--- src/rtl/imm_extend_pipe.sv ---
// RISC-V immediate generator with a small output FIFO between decode and the execute operand mux.
// The immediate is decoded as the instruction is accepted; the consumer only sees registered FIFO state.
module imm_extend_pipe #(
  parameter int unsigned XLEN  = 32,
  parameter int unsigned DEPTH = 2
) (
  input  logic                       clk,
  input  logic                       reset,
  input  logic                       in_valid,
  output logic                       in_ready,
  input  logic [31:0]                instr,
  input  logic [2:0]                 ImmSrc,
  output logic                       out_valid,
  input  logic                       out_ready,
  output logic [XLEN-1:0]            ImmExt,
  output logic                       imm_err,
  output logic [$clog2(DEPTH+1)-1:0] occupancy
);

  localparam int unsigned CntW = $clog2(DEPTH + 1);
  localparam int unsigned PtrW = (DEPTH > 1) ? $clog2(DEPTH) : 1;
  localparam logic [CntW-1:0] DepthCnt = CntW'(DEPTH);
  localparam logic [PtrW-1:0] LastPtr  = PtrW'(DEPTH - 1);

  logic [XLEN-1:0]  imm_mem_q [DEPTH];
  logic [DEPTH-1:0] err_mem_q;
  logic [PtrW-1:0]  wr_ptr_q, wr_ptr_d;
  logic [PtrW-1:0]  rd_ptr_q, rd_ptr_d;
  logic [CntW-1:0]  count_q, count_d;

  logic [XLEN-1:0]  dec_imm;
  logic             dec_err;
  logic             push, pop;

  // Format decode; selects 110/111 still produce an entry, flagged as an error.
  always_comb begin
    dec_imm = '0;
    dec_err = 1'b0;
    case (ImmSrc)
      3'b000: dec_imm = {{(XLEN-12){instr[31]}}, instr[31:20]};
      3'b001: dec_imm = {{(XLEN-12){instr[31]}}, instr[31:25], instr[11:7]};
      3'b010: dec_imm = {{(XLEN-12){instr[31]}}, instr[7], instr[30:25], instr[11:8], 1'b0};
      3'b011: dec_imm = {{(XLEN-20){instr[31]}}, instr[19:12], instr[20], instr[30:21], 1'b0};
      3'b100: dec_imm = XLEN'($signed({instr[31:12], 12'h000}));
      3'b101: dec_imm = XLEN'(instr[19:15]);
      default: dec_err = 1'b1;
    endcase
  end

  assign out_valid = (count_q != '0);
  assign pop       = out_valid && out_ready;
  // A full FIFO can still accept when the head leaves in the same cycle.
  assign in_ready  = (count_q < DepthCnt) || pop;
  assign push      = in_valid && in_ready;
  assign occupancy = count_q;
  assign ImmExt    = out_valid ? imm_mem_q[rd_ptr_q] : '0;
  assign imm_err   = out_valid ? err_mem_q[rd_ptr_q] : 1'b0;

  always_comb begin
    wr_ptr_d = wr_ptr_q;
    rd_ptr_d = rd_ptr_q;
    count_d  = count_q;
    if (push) begin
      wr_ptr_d = (wr_ptr_q == LastPtr) ? '0 : wr_ptr_q + 1'b1;
    end
    if (pop) begin
      rd_ptr_d = (rd_ptr_q == LastPtr) ? '0 : rd_ptr_q + 1'b1;
    end
    unique case ({push, pop})
      2'b10:   count_d = count_q + 1'b1;
      2'b01:   count_d = count_q - 1'b1;
      default: count_d = count_q;
    endcase
  end

  always_ff @(posedge clk) begin
    if (reset) begin
      wr_ptr_q <= '0;
      rd_ptr_q <= '0;
      count_q  <= '0;
    end else begin
      wr_ptr_q <= wr_ptr_d;
      rd_ptr_q <= rd_ptr_d;
      count_q  <= count_d;
    end
  end

  // Storage needs no reset: out_valid masks entries that were never written.
  always_ff @(posedge clk) begin
    if (push && !reset) begin
      imm_mem_q[wr_ptr_q] <= dec_imm;
      err_mem_q[wr_ptr_q] <= dec_err;
    end
  end

  always_ff @(posedge clk) begin
    if (!reset) begin
      assert (!(pop && count_q == '0));
      assert (!(push && !pop && count_q == DepthCnt));
    end
  end

endmodule

--- config.mk ---
export PLATFORM = sky130hd
export DESIGN_NAME = imm_extend_pipe
export DESIGN_NICKNAME = d
export VERILOG_FILES = /design/src/rtl/imm_extend_pipe.sv
export SDC_FILE = /design/constraint.sdc
export NUM_CORES = 1
export LEC_CHECK = 0
export CORE_MARGIN = 10
export CORE_UTILIZATION = 30
export DETAILED_ROUTE_END_ITERATION = 7
export GPL_ROUTABILITY_DRIVEN = 0
export GPL_TIMING_DRIVEN = 0
export SLEW_MARGIN = 15
export SYNTH_ARGS = -nofsm -noshare
export SYNTH_HDL_FRONTEND = slang
export SYNTH_SLANG_ARGS = --single-unit
--- constraint.sdc ---
create_clock -name clk -period 5.8 [get_ports clk]
set_input_delay 1.74 -clock clk [delete_from_list [all_inputs] [get_ports clk]]
set_output_delay 1.74 -clock clk [all_outputs]
set_load 0.02 [all_outputs]
=== After elaboration in Yosys (flattened, before gate mapping) ===
Memories as Yosys holds them, arrays and structs flattened. A register that Yosys moved wholly into a read port is not among the register bits.
Cells that the tools add are included.

* Bits in read-only memories: 0
* Memory bits (writable): 64
* Bits of input ports: 39
* Bits in latches: 0
* Logic and storage cells: 46
* Memories: 1
* Bits in registers: 6

{| class="wikitable"
|+ Memory list
! name !! depth !! width !! read ports !! clocked after Yosys merged registers in !! write ports !! RTL line !! RTL
|-
| imm_mem_q || 2 || 32 || 1 || 1 || 1 || 25 || <nowiki>logic [XLEN-1:0] imm_mem_q [DEPTH];</nowiki>
|}

* $lt $le $gt $ge: 4
* Eq/ne operators: 7
* Muxes and demuxes: 16
* Shift operators: 0
* Add/subtract/negate cells: 4
* $mul: 0
* Reductions and logical operators: 10
* Div/mod/pow operators: 0
* Bitwise operators: 0

{| class="wikitable"
|+ Operators by type and width
! operator !! count
|-
| $pmux 32 s6 || 1
|-
| $mux 32 || 1
|-
| $mux 1 || 11
|-
| $eq 3x2->1 const B || 2
|-
| $eq 3x3->1 const B || 2
|-
| $reduce_or 6->1 || 1
|-
| $logic_and 1x1->1 || 4
|-
| $lt 1x2->1 const B || 2
|-
| $pmux 2 s2 || 1
|-
| $reduce_bool 2->1 || 2
|-
| $eq 3x1->1 const B || 1
|-
| $logic_not 3->1 || 1
|-
| $add 1x1->1 const B || 2
|-
| $add 2x1->2 const B || 1
|-
| $bwmux 2 || 1
|-
| $eq 2x1->1 const B || 1
|-
| $eq 2x2->1 const B || 1
|-
| $lt 2x2->1 const B || 1
|-
| $sub 2x1->2 const B || 1
|-
| $demux 1 s1 || 1
|-
| $ge 1x1->1 const B || 1
|-
| $logic_not 1->1 || 1
|-
| $logic_or 1x1->1 || 1
|}

=== Depth between registers and ports, before layout ===
Gate-level depths: netlist of run 1.

* Depth in word-level cells: 7
* Mapped depth: 7
* Depth with buffers taken out: 7

=== Least setup slack after synthesis of run 1 ===
Ideal clock, no wire load.

* Path type: input port to flip-flop
* From: in out_ready
* To: reg err_mem_q[1] (enable)
* Stages: 4
* Required time: 5.328 ns
* Path slack: 0.799 ns
* Arrival time: 4.529 ns
* Path through: nor2b_1 -> inv_1 -> nand2_1 -> nor3b_1

* Word-level cells in the longest chain between the ends: 4

{| class="wikitable"
|+ RTL lines
! item !! RTL line !! RTL
|-
| start: declaration || 14 || <nowiki>input logic out_ready,</nowiki>
|-
| $logic_and 1x1->1 || 51 || <nowiki>assign pop = out_valid && out_ready;</nowiki>
|-
| $logic_or 1x1->1 || 53 || <nowiki>assign in_ready = (count_q < DepthCnt) || pop;</nowiki>
|-
| via in_ready || 10 || <nowiki>output logic in_ready,</nowiki>
|-
| $logic_and 1x1->1 || 54 || <nowiki>assign push = in_valid && in_ready;</nowiki>
|-
| $logic_and 1x1->1 || 90 || <nowiki>if (push && !reset) begin</nowiki>
|-
| end signal: indexed assignment || 92 || <nowiki>err_mem_q[wr_ptr_q] <= dec_err;</nowiki>
|-
| end: declaration || 26 || <nowiki>logic [DEPTH-1:0] err_mem_q;</nowiki>
|}

The timed path passes the listed nets, and every way through them passes these cells.
A chain may end at the register's enable or synchronous reset.

=== Worst setup path after layout of run 1 ===
* From: in out_ready
* To: out in_ready

* Word-level cells in the longest chain between the ends: 2

{| class="wikitable"
|+ RTL lines
! item !! RTL line
|-
| $logic_and 1x1->1 || 51
|-
| $logic_or 1x1->1 || 53
|-
| end: declaration || 10
|}

No other way between the ends.

==> impl_metrics.tcl, run 1 <==
set metrics [dict create \
    crit_path_start_kind "input pin" \
    synthFlopType "edfxtp_1" \
    pwr-share-clk 0.214 \
    syn_nets 287 \
    syn_area_mm2 0.00323 \
    first_pass_iters 4 \
    grt_max_degree 16 \
    rsz0062_at_grt "false" \
    portBuffers 67 \
    swShare 0.362 \
    relSlewSlack 0.561 \
    hold_end "wr_ptr_q" \
    clock_path_buffers 2 \
    drt-initial-drc-count 145 \
    grt_pass1_wl_um 12700 \
    syn_to_final_growth_pct 33.7 \
    crit_buf_inv 3 \
    whs_ps 519 \
    root_buffer "clkbuf_8" \
    dp_worst_setup_slack_ps 1070 \
    worstSkewPairLatency_ps 340 \
    synth_top_area_cell "edfxtp_1" \
    min_period_over_period 0.813 \
    placed_cells 456 \
    critPathTopFamily "buffers and inverters" \
    p_seq_frac 0.364 \
    drive_gt1_frac 0.122 \
    coreArea_mm2 0.0104 \
    crit_path_top_delay_cell "clkdlybuf4s50_1" \
    cp-end-kind "primary output" \
    worstSetupPathType "in -> out" \
    drt.antenna.violating_nets 0 \
    slowest_delay_ps 600 \
    ys_types 31 \
    num_rows 37 \
    vdd_drop_max_mv 0.168 \
    cts_tree "yes" \
    grt_pass1_vias 2410 \
    reg2reg_from "occupancy[1]" \
    antenna_found_initial 0 \
    synth_edf_count 66 \
    cap_viol_max_count 0 \
    cts.clk_slew.worst_paths_ps 80 \
    track_usage 0.107 \
    nNetsFinal 371 \
    die_area_mm2 0.0153 \
    final_core_util 0.415 \
    p_comb_frac 0.421 \
    cts_resized 0 \
    holdPathStages 2 \
    rrSetupSlack_ps 3750 \
    crit_top_cell "clkdlybuf4s50_1" \
    setup_ws_ps 1080 \
    vias_per_cell 4.71 \
    numCtsBuffers 9 \
    skew_ps 6.71 \
    start_util 0.310 \
    post-cts-setup-buffers 0 \
    syn-instance-count 247 \
    die_w_um 124 \
    async_reset_ff_frac 0 \
    switchingPower_mw 0.621 \
    finalHoldViolCount 0 \
    n_antenna_cell 0 \
    ys_warn_count 0 \
    fin_crit_ps 4720 \
    worstPathArrival_ps 2980 \
    intPower_mw 1.09 \
    hold_buffers 0 \
    drc 0 \
    grt_overflow 0 \
    drt_wl_total_um 8010 \
    p_leak_nw 1.54 \
    synth_area_leaders "edfxtp_1 61%, mux2i_1 12%, nor2_1 4.6%" \
    post_drt_wl_per_cell_um 17.0 \
    synth_area_per_cell_um2 13.1 \
    hold_path.startpoint "wr_ptr_q" \
    outcome "finished, final reports clean" \
    htreeDepth 3 \
    yosysTopAreaCellShare 0.613 \
    critPathMaxFanout 3 \
    holdCritPathClass "reg -> reg" \
    drv_slew 0 \
    p_per_area_mw_per_mm2 397 \
    r2r-end "imm_mem_q[1][2]" \
    cts.sinks 71 \
    fmax_mhz 212 \
    cp.required_ps 4060 \
    tightest_slew_ps 655 \
    yosys.cell_count.top_type "edfxtp_1" \
    final_cells 472 \
    post-dp-hpwl_um 6120 \
    r2r_cells 6 \
    setup_viol 0 \
    ioPinCount 76 \
    vias 2223 \
    ys_seq_area_frac 0.644 \
    synth-seq-cells 71 \
    die_y_um 124 \
    ys_top_cells_by_count "66 x edfxtp_1, 40 x nor2_1, 38 x mux2i_1, 16 x a21oi_1, 11 x a21o_1" \
    path_cells "clkdlybuf4s50_1 > nor2b_1 > inv_1 > clkdlybuf4s50_1" \
]
[how the worst max path moves through the flow]
stage,start,to,slack (ps),cells past startpoint
after floorplan,out_ready,err_mem_q[1],800,4
final,out_ready,in_ready,1080,4
after global placement,out_ready,imm_mem_q[1][27],-1160,5
after detailed placement,out_ready,in_ready,1070,4
after CTS,out_ready,in_ready,1070,4
after global routing,out_ready,in_ready,1040,4
[power groups by stage]
stage | Clock, mW | Sequential [mW] | Combinational (mW)
6_report | 0.368 | 0.625 | 0.723
2_1_floorplan | 0 | 0.642 | 0.404
3_3_place_gp | 0 | 0.639 | 0.729
4_1_cts | 0.377 | 0.626 | 0.743
5_1_grt | 0.396 | 0.630 | 0.788
3_5_place_dp | 0 | 0.637 | 0.741
[state kept, by name (all words and copies together) (netlist names), named ones only]
signal,flops
occupancy,2
wr_ptr_q,1
imm_mem_q,64
err_mem_q,2
rd_ptr_q,1
[tightest hold or removal path: stages (launching register included)]
cell	delay (ps)
dfxtp_1	340
o21ai_0	80
a21oi_1	60
[placed cells by master, fill, tap and decap left out, drive strengths merged]
| master | n |
|---|---|
| mux2 | 1 |
| a22oi | 1 |
| dfxtp | 5 |
| a21o | 11 |
| buf | 20 |
| and2 | 3 |
| nand2 | 2 |
| nor3 | 1 |
| o21bai | 1 |
| nor3b | 2 |
| nor2b | 10 |
| mux2i | 38 |
| edfxtp | 66 |
| inv | 8 |
| and2b | 1 |
| clkinvlp | 2 |
| a22o | 1 |
| clkbuf | 12 |
| clkinv | 1 |
| ha | 1 |
| xor2 | 3 |
| clkdlybuf4s50 | 67 |
| a21oi | 16 |
| o21ai | 8 |
| nand3 | 4 |
| a211oi | 1 |
| o22ai | 7 |
| xnor2 | 1 |
| nor2 | 40 |
| or3 | 2 |
[layer usage]
metal  vias to the layer above  track usage  part of all wire
met1                      1073        0.134              0.45
li1                       1077            -                 -
met3                         7       0.0299             0.051
met2                        66        0.174              0.49
met4                         0       0.0364             0.015
met5                         -            0                 0
[cell families (layout without fill, tap and decap cells)]
family | Yosys count | after routing | synth area share
multiplexers | 39 | 39 | 0.121
buffers and inverters | 21 | 110 | 0.0337
AND/OR/NAND/NOR | 65 | 65 | 0.0941
flip-flops | 71 | 71 | 0.644
adder cells (fa/ha/maj) | 1 | 1 | 0.00387
XOR/XNOR | 4 | 4 | 0.0167
AO/OA/AOI/OAI | 46 | 46 | 0.0860
[metrics by stage]
stage	TNS, ps	cell area (um2)	total power [mW]
finish	0	4320	1.72
global route	0	4320	1.81
CTS	0	4320	1.75
detailed placement	0	4130	1.38
global placement	-66650	4070	1.37
floorplan	0	3230	1.05
[cell type report]
class | count | area [um2]
timing repair buffer | 73 | 723
fill | 1002 | 6100
multi-input combinational | 155 | 1050
sequential | 71 | 2080
tap | 136 | 170
inverter | 4 | 15.0
clock buffer | 9 | 124
clock inverter | 7 | 61.3
buffer | 17 | 93.8
Power figures use the tool's default switching activity.
==> inputs of run 2 (changes only) <==
==> constraint.sdc (replaced) <==
create_clock -name clk -period 3.9 [get_ports clk]
set_input_delay 1.17 -clock clk [delete_from_list [all_inputs] [get_ports clk]]
set_output_delay 1.17 -clock clk [all_outputs]
set_load 0.02 [all_outputs]
==> impl_metrics.tcl, run 2 (same netlist as run 1, synthesis figures left out) <==
set metrics [dict create \
    outcome "finished, final reports clean" \
    grt_overflow 0 \
    r2r_cells 5 \
    intPower_mw 1.75 \
    post-dp-hpwl_um 6070 \
    antenna_found_initial 0 \
    hold_buffers 0 \
    final_common_cell "clkdlybuf4s50_1" \
    syn_to_final_growth_pct 35.6 \
    first_pass_iters 4 \
    crit_path_top_delay_cell "clkdlybuf4s50_1" \
    p_seq_frac 0.349 \
    nNetsFinal 369 \
    cts_tree "yes" \
    critPathTopFamily "buffers and inverters" \
    p_per_area_mw_per_mm2 609 \
    track_usage 0.106 \
    cts_resized 0 \
    drc 0 \
    holdPathStages 2 \
    setup_viol 0 \
    nFillCells 971 \
    p_leak_nw 1.56 \
    cts.sinks 71 \
    whs_ps 546 \
    switchingPower_mw 0.915 \
    drt.antenna.violating_nets 0 \
    p_comb_frac 0.405 \
    worstSetupPathType "in -> out" \
    die_area_mm2 0.0153 \
    stdcell_area_mm2 0.00438 \
    die_y_um 124 \
    skew_ps 6.13 \
    place_area_mm2 0.00415 \
    grt_pass1_vias 2320 \
    crit_path_start_kind "input pin" \
    cap_viol_max_count 0 \
    drive_gt1_frac 0.117 \
    regMostFlops "imm_mem_q" \
    vias_per_cell 4.66 \
    grt_max_degree 15 \
    dp_worst_setup_slack_ps 348 \
    start_util 0.310 \
    holdCritPathClass "reg -> reg" \
    largest_register_ffs 64 \
    finalHoldViolCount 0 \
    die_w_um 124 \
    fin_crit_ps 3540 \
    root_buffer "clkbuf_8" \
    cp_num_cells 4 \
    num_rows 37 \
    portBuffers 67 \
    critPathMaxFanout 3 \
    drt-initial-drc-count 109 \
    post_drt_wl_per_cell_um 17.0 \
    numCtsBuffers 9 \
    final_cell_mix "67 x clkdlybuf4s50_1, 66 x edfxtp_1, 40 x nor2_1" \
    drt_wl_total_um 7980 \
    path_cells "clkdlybuf4s50_1 > nor2b_1 > inv_1 > clkdlybuf4s50_1" \
    crit_buf_inv 3 \
    tightest_slew_ps 734 \
    crit_top_cell "clkdlybuf4s50_1" \
    cp-end-kind "primary output" \
    relSlewSlack 0.510 \
    grt_pass1_wl_um 12500 \
    ioPinCount 76 \
    coreArea_mm2 0.0104 \
    fmax_mhz 282 \
    rsz0062_at_grt "false" \
    n_antenna_cell 0 \
    cp.required_ps 2730 \
    pwr-share-clk 0.246 \
    setup_ws_ps 355 \
    clock_path_buffers 2 \
    cts.clk_slew.worst_paths_ps 70 \
    worstSkewPairLatency_ps 350 \
    vias 2191 \
    slowest_delay_ps 540 \
    drv_slew 0 \
    htreeDepth 3 \
    worstPathArrival_ps 2370 \
    post-cts-setup-buffers 0 \
    vdd_drop_max_mv 0.223 \
    swShare 0.343 \
    power_mw 2.67 \
    min_period_over_period 0.909 \
]
[run 2: area by class of cell]
cell class / instances / area [um2] / share of cell area
multi-input combinational: 155 / 1060 / 0.243
timing repair buffer: 71 / 731 / 0.167
sequential: 71 / 2080 / 0.475
buffer: 17 / 93.8 / 0.0214
clock buffer: 9 / 124 / 0.0283
tap: 136 / 170 / 0.0388
inverter: 4 / 15.0 / 0.00343
clock inverter: 7 / 103 / 0.0234
[run 2: power groups by stage]
stage / sequential [mW] / combinational, mW / clock (mW)
after floorplan: 0.954 / 0.601 / 0
after global placement: 0.948 / 1.09 / 0
after detailed placement: 0.948 / 1.11 / 0
after CTS: 0.931 / 1.11 / 0.675
after global routing: 0.937 / 1.18 / 0.705
final: 0.930 / 1.08 / 0.658
[run 2: worst reg2reg max path, cell delays in order (launching register included)]
cell     delay (ps)
dfxtp_1         350
nor2b_1         160
inv_1            70
nand2_1         150
nor3b_4         660
buf_8           250
[run 2: metrics by stage]
stage          cells   util  TNS (ps)
6_report         470  0.421         0
5_1_grt          470  0.421         0
4_1_cts          470  0.421         0
3_5_place_dp     454  0.399         0
3_3_place_gp     450  0.392    -36000
2_1_floorplan    247      -         0
[run 2: final timing paths]
check | to | slack [ps] | from
min reg2reg | wr_ptr_q | 550 | wr_ptr_q
min | wr_ptr_q | 550 | wr_ptr_q
max | in_ready | 360 | out_ready
max reg2reg | imm_mem_q[1][16] | 1970 | occupancy[1]
[run 2: routing by layer]
layer  vias up  track usage  wire, um
li1       1064            -         -
met1      1062        0.124      3370
met3        10       0.0348       439
met5         -            0         0
met4         0       0.0371       114
met2        55        0.180      4050
